`config.mk`:
```
export PLATFORM = sky130hd
export DESIGN_NAME = conv_block
export DESIGN_NICKNAME = d
export VERILOG_FILES = /design/src/rtl/conv_block.sv
export SDC_FILE = /design/constraint.sdc
export NUM_CORES = 1
export LEC_CHECK = 0
export CORE_MARGIN = 5
export CORE_UTILIZATION = 40
export CTS_BUF_LIST = sky130_fd_sc_hd__clkbuf_16
export CTS_CLUSTER_DIAMETER = 40
export DETAILED_ROUTE_END_ITERATION = 8
export HOLD_SLACK_MARGIN = 0.12
export SETUP_SLACK_MARGIN = 0.2
export SKIP_CTS_REPAIR_TIMING = 1
export SYNTH_ARGS = -nofsm -noshare
export SYNTH_HDL_FRONTEND = slang
export SYNTH_SLANG_ARGS = --single-unit
export TNS_END_PERCENT = 30
```
`constraint.sdc`:
```
create_clock -name i_clk -period 14.92 [get_ports i_clk]
set_input_delay 2.984 -clock i_clk [delete_from_list [all_inputs] [get_ports i_clk]]
set_output_delay 2.984 -clock i_clk [all_outputs]
set_load 0.005 [all_outputs]
```
`src/rtl/conv_block.sv`:
```
// conv_block: sequential 2-D convolution engine with an optional 2x2/stride-2
// max-pool stage, built around one multiply-accumulate per clock.
//
// On a start request the block convolves an internal FM_SIZE x FM_SIZE feature
// map with an internal KERNEL_SIZE x KERNEL_SIZE weight set. It then streams the
// results in raster order, one per o_en strobe.
//
// Ports:
//   i_clk          rising-edge clock
//   i_rst          asynchronous, active-low reset
//   i_go           start request (level); one frame per assertion
//   o_en           one-cycle strobe marking a valid result
//   o_conv_result  48-bit signed result, held until the next result
module conv_block #(
    parameter int KERNEL_SIZE = 1,
    parameter int FM_SIZE     = 4,
    parameter int PADDING     = 0,
    parameter int STRIDE      = 1,
    parameter int MAXPOOL     = 1
) (
    input  logic               i_clk,
    input  logic               i_rst,
    input  logic               i_go,
    output logic               o_en,
    output logic signed [47:0] o_conv_result
);
    localparam int OUT_SIZE = (FM_SIZE - KERNEL_SIZE + 2 * PADDING) / STRIDE + 1;
    // Number of emitted results per edge: the pool stage drops an odd last row/column.
    localparam int OUT_DIM  = (MAXPOOL != 0) ? OUT_SIZE / 2 : OUT_SIZE;
    localparam int CW       = 16;
    localparam logic [CW-1:0] K_LAST = CW'(KERNEL_SIZE - 1);
    localparam logic [CW-1:0] O_LAST = CW'(OUT_DIM - 1);

    typedef enum logic [1:0] {IDLE, CALC, EMIT, DONE} state_t;
    state_t state_reg, state_next;

    // Kernel tap, pool sub-window (row si, column sj) and output position counters.
    logic [CW-1:0] kr_reg, kc_reg, pr_reg, pc_reg;
    logic          si_reg, sj_reg;
    logic signed [47:0] acc_reg, max_reg;

    logic mac_en, emit_en;
    logic last_tap, first_sub, last_sub, last_out;
    logic [CW-1:0] conv_row, conv_col;
    int   fm_row, fm_col;
    logic signed [17:0] fm_val, w_val;
    logic signed [35:0] prod;
    logic signed [47:0] acc_sum, max_next;

    // ---------------- FSM: state register ----------------
    always_ff @(posedge i_clk or negedge i_rst) begin
        if (!i_rst) state_reg <= IDLE;
        else        state_reg <= state_next;
    end

    // ---------------- FSM: next state ----------------
    always_comb begin
        state_next = state_reg;
        case (state_reg)
            IDLE:    if (i_go) state_next = CALC;
            CALC:    if (last_tap && last_sub) state_next = EMIT;
            EMIT:    state_next = last_out ? DONE : CALC;
            DONE:    if (!i_go) state_next = IDLE;
            default: state_next = IDLE;
        endcase
    end

    // ---------------- FSM: control outputs ----------------
    always_comb begin
        mac_en  = 1'b0;
        emit_en = 1'b0;
        case (state_reg)
            CALC:    mac_en  = 1'b1;
            EMIT:    emit_en = 1'b1;
            default: ;
        endcase
    end

    // ---------------- Datapath (combinational) ----------------
    // Conv coordinate being accumulated: in pool mode the sub-window bits pick
    // one of the four conv outputs that feed the current pool window.
    assign conv_row = (MAXPOOL != 0) ? ((pr_reg << 1) | CW'(si_reg)) : pr_reg;
    assign conv_col = (MAXPOOL != 0) ? ((pc_reg << 1) | CW'(sj_reg)) : pc_reg;

    // Both ROMs hold pure functions of their address, so the lookup is written
    // as the address arithmetic itself; padded taps read as zero.
    always_comb begin
        fm_row = int'(conv_row) * STRIDE - PADDING + int'(kr_reg);
        fm_col = int'(conv_col) * STRIDE - PADDING + int'(kc_reg);
        fm_val = '0;
        if (fm_row >= 0 && fm_row < FM_SIZE && fm_col >= 0 && fm_col < FM_SIZE)
            fm_val = 18'(fm_row * FM_SIZE + fm_col + 1);
        w_val = 18'(int'(kr_reg) * KERNEL_SIZE + int'(kc_reg) + 1);
    end

    assign prod    = fm_val * w_val;
    assign acc_sum = acc_reg + {{12{prod[35]}}, prod};

    assign last_tap  = (kr_reg == K_LAST) && (kc_reg == K_LAST);
    assign first_sub = (MAXPOOL == 0) || (!si_reg && !sj_reg);
    assign last_sub  = (MAXPOOL == 0) || (si_reg && sj_reg);
    assign last_out  = (pr_reg == O_LAST) && (pc_reg == O_LAST);

    // Without pooling first_sub is always set, so max_next is simply the conv value.
    assign max_next = (first_sub || (acc_sum > max_reg)) ? acc_sum : max_reg;

    // ---------------- Datapath (sequential) ----------------
    always_ff @(posedge i_clk or negedge i_rst) begin
        if (!i_rst) begin
            o_en          <= 1'b0;
            o_conv_result <= '0;
            acc_reg       <= '0;
            max_reg       <= '0;
            kr_reg        <= '0;
            kc_reg        <= '0;
            pr_reg        <= '0;
            pc_reg        <= '0;
            si_reg        <= 1'b0;
            sj_reg        <= 1'b0;
        end else begin
            o_en <= 1'b0;
            if (mac_en) begin
                if (last_tap) begin
                    // Conv value complete: fold into the pool max and restart the sum.
                    acc_reg <= '0;
                    max_reg <= max_next;
                    kr_reg  <= '0;
                    kc_reg  <= '0;
                    if (last_sub) begin
                        o_conv_result <= max_next;
                        o_en          <= 1'b1;
                    end
                    if (MAXPOOL != 0) begin
                        sj_reg <= ~sj_reg;
                        if (sj_reg) si_reg <= ~si_reg;
                    end
                end else begin
                    acc_reg <= acc_sum;
                    if (kc_reg == K_LAST) begin
                        kc_reg <= '0;
                        kr_reg <= kr_reg + 1'b1;
                    end else begin
                        kc_reg <= kc_reg + 1'b1;
                    end
                end
            end
            if (emit_en) begin
                acc_reg <= '0;
                // Position wraps to zero after the final result, ready for the next frame.
                if (pc_reg == O_LAST) begin
                    pc_reg <= '0;
                    pr_reg <= last_out ? '0 : pr_reg + 1'b1;
                end else begin
                    pc_reg <= pc_reg + 1'b1;
                end
            end
        end
    end
endmodule

```
# After elaboration in Yosys (flattened, before gate mapping)
# Cells that the tools add are included.
[op_classes]
n_addsub = 11
multipliers = 1
magnitude_cmp = 5
eq_ne = 8
mux = 21
bitwise = 4
reduce_logical = 22
[op_table]
columns = ["op", "count"]
rows = [
  ["$mux 48", 4],
  ["$mux 16", 6],
  ["$add 16x1->16 const B", 4],
  ["$add 16x16->17", 3],
  ["$add 48x48->48", 1],
  ["$gt 48x48->1", 1],
  ["$mul 18x18->36", 1],
  ["$ge 17x1->1 const B", 2],
  ["$lt 17x3->1 const B", 2],
  ["$eq 16x1->1 const B", 2],
  ["$logic_not 16->1", 2],
  ["$or 16x1->16", 2],
  ["$add 17x1->18 const B", 1],
  ["$add 18x1->18 const B", 1],
  ["$add 18x17->18", 1],
  ["$mux 18", 1],
  ["$reduce_and 3->1", 3],
  ["$logic_and 1x1->1", 8],
  ["$mux 2", 4],
  ["$pmux 2 s4", 1],
  ["$ne 2x2->1 const B", 3],
  ["$reduce_and 2->1", 3],
  ["$mux 1", 5],
  ["$eq 2x2->1 const B", 2],
  ["other kinds (6)", 9],
]
[totals]
register_bits = 213

# Logic depth before layout (Yosys ltp)
[depth]
ltp_word = 12
ltp_mapped = 67

# Least setup slack after synthesis
# No wires, ideal clock.
[synth_path]
path_type = "register -> register"
from = "register sj_reg"
to = "register o_conv_result[46]"
t_arrival_ns = 14.325
t_required_ns = 14.792
slack_ns = 0.467
stages_incl_launch_ff = 62
path_buffers = 3
synth_period_minus_slack_ns = 14.453
path_cell_list = "dfrtp_1 -> ha_1 -> inv_1 -> fa_1 -> nand2b_1 -> a21oi_1 -> o21ai_1 -> or3b_1 -> and2_1 -> ha_1 -> or4_1 -> o21ai_0 -> a21oi_1 -> a31o_2 -> o211ai_1 -> or3b_2 -> a41oi_1 -> xnor2_1 -> (+26 left out) -> nand2b_1 -> a211oi_1 -> o31ai_1 -> a211oi_1 -> xor2_1 -> inv_1 -> ha_1 -> and3_1 -> nand4_1 -> nand4b_1 -> or3_1 -> or4_1 -> nand3_1 -> buf_1 -> clkbuf_1 -> nor2_1 -> mux2i_1 -> nand3_1"
[synth_via]
elab_chain_len = 11
word_cells_on_any_way = 18
cone_classes = "4 x add/sub; 1 x mul; 3 x order compare; 2 x mux; 1 x bitwise; 7 x reduce/logical"
[synth_lines]
columns = ["item", "line", "source"]
rows = [
  ["from (decl)", "39", "logic si_reg, sj_reg;"],
  ["from (signal assigned)", "134", "sj_reg <= ~sj_reg;"],
  ["branches (longest 11 deep; another with $add 48x48->48)", "-", ""],
  ["to (signal assigned)", "130", "o_conv_result <= max_next;"],
  ["to (decl)", "25", "output logic signed [47:0] o_conv_result"],
]
# Several ways; the timed one is not identified.
# A chain may end at the register's enable or synchronous reset.

# Final worst setup path
[layout_path]
from = "register sj_reg"
to = "register max_reg[23]"
[layout_via]
elab_chain_len = 11
word_cells_on_any_way = 16
cone_classes = "4 x add/sub; 1 x mul; 3 x order compare; 2 x mux; 1 x bitwise; 5 x reduce/logical"
[layout_lines]
columns = ["item", "line", "source"]
rows = [
  ["branches (longest 10 deep; another with $add 48x48->48)", "-", ""],
  ["$mux 48 (*)", "105", "assign max_next = (first_sub || (acc_sum > max_reg)) ? acc_sum : max_reg;"],
  ["to (signal assigned)", "126", "max_reg <= max_next;"],
  ["to (decl)", "40", "logic signed [47:0] acc_reg, max_reg;"],
]
# Mark *: on every way between the ends.

==> summary by stage <==
Power
The switching fraction of total power is 38.9%. In this run the power spent charging and discharging nets is between 0.001 and 0.0015 W. The internal power summed over all cells is between 0.0015 and 0.002 W. The design draws 0.00310 W. Registers are responsible for a little over a fifth of the overall power. The leakage power of the design is around 17 nW.

Of the total power, the clock network draws a little over a third. Dividing total power by cell area gives a power density of 94.1 mW/mm^2. Across the VDD grid, the largest voltage drop is between 100 and 150 uV. Combinational logic is responsible for 42.9% of the overall power.

Synthesis
The area of the mapped netlist is around 0.028 sq mm. The count of synthesis-stage warnings from yosys is 0. The main flop type after synthesis is dfrtp_1. Synthesis produced ~3200 cells. The post-synthesis sequential element count is approximately 210. Summing the sequential cell areas from Yosys gives between 10% and 20% of the chip area.

After synthesis, the share of flip-flops with an asynchronous set or reset is 100%. The synthesized net count is around 3800. The synthesized area per cell is 8.71 sq um. Counting flops with a built-in enable in the synthesized netlist gives 0. Counting distinct cell types in the post-synthesis netlist gives 90.

Floorplanning
The die covers between 0.07 and 0.08 sq mm. The die is roughly 270 um wide. In this run the count of I/O pins placed on the die edge is 52. The floorplan has 96 rows. The initial cell density of the core is between 40 and 50%. The area inside the core boundary is around 0.069 sq mm.

The floorplan die height is between 200 and 300 um.

GRT
The overflow left after global routing is 0. The via count of the first global-routing pass came to ~22000. Global routing used between 20 and 30% of the available met1 tracks. The wire length of the first global-routing pass is roughly 120000 um. The all-layer global routing usage is between 10% and 20%.

The number of antenna violations at the first check in global routing is 1. For met3 alone, demand over resource in global routing was between 3 and 4%. Entering global routing, the biggest net connects between 90 and 100 pins. The global routing stage identified its most utilized layer as met2. For met2 alone, demand over resource in global routing was a little under a third.

Placement
OpenSTA, run right after detailed placement, puts the worst setup slack at -0.147 ns. In this run the cell area measured after placement is around 0.030 sq mm. The number of buffer cells added on primary ports is 51. The congestion estimate from routability-driven global placement came to roughly 0.9. In this run, placement finished with an instance count of 4239. The HPWL reported at the end of detailed placement is slightly above 60000 um.

Worst setup path
The critical-path maximum fanout is 5. Together, buffers and inverters on the worst path number 12. The critical setup path kind is reg -> reg. The path length in cells of the critical path is 65.

Among cell families on the critical path, the largest total delay comes from adder cells. The signal arrival time at the worst endpoint is around 15 ns. The worst setup path is launched from a flop. The logic depth of the worst register-to-register path is between 60 and 70. The largest single stage delay on the critical path is ~0.54 ns. For the worst setup path, the data required time is between 15 and 20 ns.

Among the stages of the critical path, the cell type that occurs most often is fa_1. The slowest stage of the critical path is the fa_1 cell. The worst setup path is captured at a flop.

Clock tree
The H-tree was split into 2 levels. The clock sink count is approximately 210. Clock tree synthesis inserted a total of 47 buffers. No sink is reached through more buffers than the 3 on the longest clock path.

The clock insertion delay at the later pin of the skew report is 0.61 ns. The clock input transition at the sequential cells of the worst setup and hold paths is approximately 0.06 ns. TritonCTS built the clock tree.

The root buffer cell chosen for the clock tree is clkbuf_16.

Timing
The maximum operating frequency is between 60 and 70 MHz. On the final layout, the worst clock skew is around 0.059 ns. The total count of hold-check failures in the final report was 0.

The routed design could run at a clock period as short as 14.44 ns. Hold timing on the final database bottoms out at a slack of 0.475 ns. In the finished design, the share of the clock period the worst path needs comes to between 90% and 100%.

The total count of max-transition violations in the final report is 0. The worst slew slack as a fraction of its limit is 41.2%. The final count of negative-setup-slack endpoints is 0.

The slew at the pin closest to its max-slew limit is roughly 0.88 ns. Once routing completed, OpenROAD measured the worst setup slack at around 0.48 ns.

Cells and area
Compared with the post-synthesis result, the final layout area differs by 18.9%. The multi-input combinational cells in the finished layout cover a total of between 0.02 and 0.025 sq mm. The antenna cell count is 0.

Cells with a size suffix above 1 make up about an eighth of the layout. Leaving out filler cells and counting taps, the final layout contains between 4000 and 5000. The final net count is roughly 4000. The finished cells cover 0.0329 sq mm. Across the whole layout, storage elements account for ~0.0053 sq mm. The number of fillers in the final layout is 6704.

Drt
The first routing iteration left 1540 violations. After detailed routing, the total wire length is about 76000 um. In this run the remaining antenna-violating nets after routing total 0.

The first-pass iteration count of the detailed router is 5. In the final routed layout, each cell accounts on average for 17.4 um. The detail-routed via count per cell is around 5.2.

For this block, the via count after detailed routing is between 20000 and 25000. In the routed design, unresolved DRC markers number 0.

Hold path
The worst min-delay path class is reg -> reg. Counting instances, the worst hold path has a depth of 2.

Status
The run finished with clean final reports.

Run
The tool flagged a number of max-cap violations equal to 0.
-- synth_stat cells (all sizes together) (41+ instances only) --
master / instances / area (sq um)
inv: 520 / 1950
fa: 306 / 6130
nand2: 303 / 1140
nor2: 279 / 1050
ha: 265 / 3320
dfrtp: 213 / 5330
o21ai: 164 / 821
xnor2: 132 / 1160
a21oi: 130 / 651
nand3: 73 / 375
xor2: 67 / 587
clkbuf: 66 / 248
a21o: 60 / 450
nand2b: 47 / 294
and3: 42 / 263
a22o: 41 / 359
-- final timing paths --
path                                          startpoint                            end  slack, ns
setup / recovery                      sj_reg$_DFFE_PN0P_        max_reg[23]$_DFFE_PN0P_       0.48
hold / removal             o_conv_result[26]$_DFFE_PN0P_  o_conv_result[26]$_DFFE_PN0P_       0.47
setup reg to reg                      sj_reg$_DFFE_PN0P_        max_reg[23]$_DFFE_PN0P_       0.48
hold reg to reg            o_conv_result[26]$_DFFE_PN0P_  o_conv_result[26]$_DFFE_PN0P_       0.47
max in group asynchronous                          i_rst  o_conv_result[31]$_DFFE_PN0P_      10.42
min in group asynchronous                          i_rst  o_conv_result[45]$_DFFE_PN0P_       2.31
-- worst min-delay path, delay by kind of cell, from the launching register on --
kind,cells,cell delay [ns]
flip-flops,1,0.34
AO/OA/AOI/OAI,1,0.06
AND/OR/NAND/NOR,1,0.04
-- through the flow --
stage,utilization [%],TNS (ns)
after floorplan,-,0
after global placement,44.2,-5.64
after detailed placement,44.2,-7.30
after CTS,46.7,-10.95
after global routing,47.9,-0.000881
final,47.9,0
-- placed cells by master, fill, tap and decap left out, drive strengths merged, types with 41 or more instances in the layout --
master,netlist,final
inv,520,537
fa,306,306
nand2,303,303
nor2,279,279
ha,265,265
dfrtp,213,213
buf,29,196
o21ai,164,164
xnor2,132,132
a21oi,130,130
nand3,73,73
xor2,67,67
a21o,60,60
clkbuf,66,53
clkdlybuf4s50,0,50
nand2b,47,47
and3,42,42
a22o,41,41
-- logic make-up (layout without fill, tap and decap cells) --
| group | count (synthesis) | after routing | synth area share (%) |
|---|---|---|---|
| compound gates | 598 | 598 | 14.2 |
| xor+xnor | 199 | 199 | 6.32 |
| fa+ha+maj | 571 | 571 | 34.1 |
| buf+inv | 616 | 860 | 8.54 |
| flops | 213 | 213 | 19.2 |
| mux | 47 | 47 | 1.79 |
| simple gates | 939 | 939 | 15.9 |
-- cell type report --
class,instances,area share [%]
multi-input cells,2354,62.3
inverters,521,5.94
well taps,931,3.54
flip-flops and latches,213,16.2
clock buffers,47,3.57
repair buffers,252,6.77
clock inverters,40,1.66
-- metal layers --
metal  wire [um]  up-vias
met5          12        -
met4        1930        2
met3        4930      111
met2       34300      574
met1       34600    11000
li1            -    11000
-- power groups by stage --
stage / clock (W) / combinational [W] / sequential [W]
global placement: 0 / 0.00108 / 0.000654
floorplan: 0 / 0.000659 / 0.000651
finish: 0.00113 / 0.00133 / 0.000644
CTS: 0.00115 / 0.00109 / 0.000645
global route: 0.00118 / 0.00142 / 0.000649
detailed placement: 0 / 0.00109 / 0.000654
No activity file was read; power rests on OpenSTA's default activity.
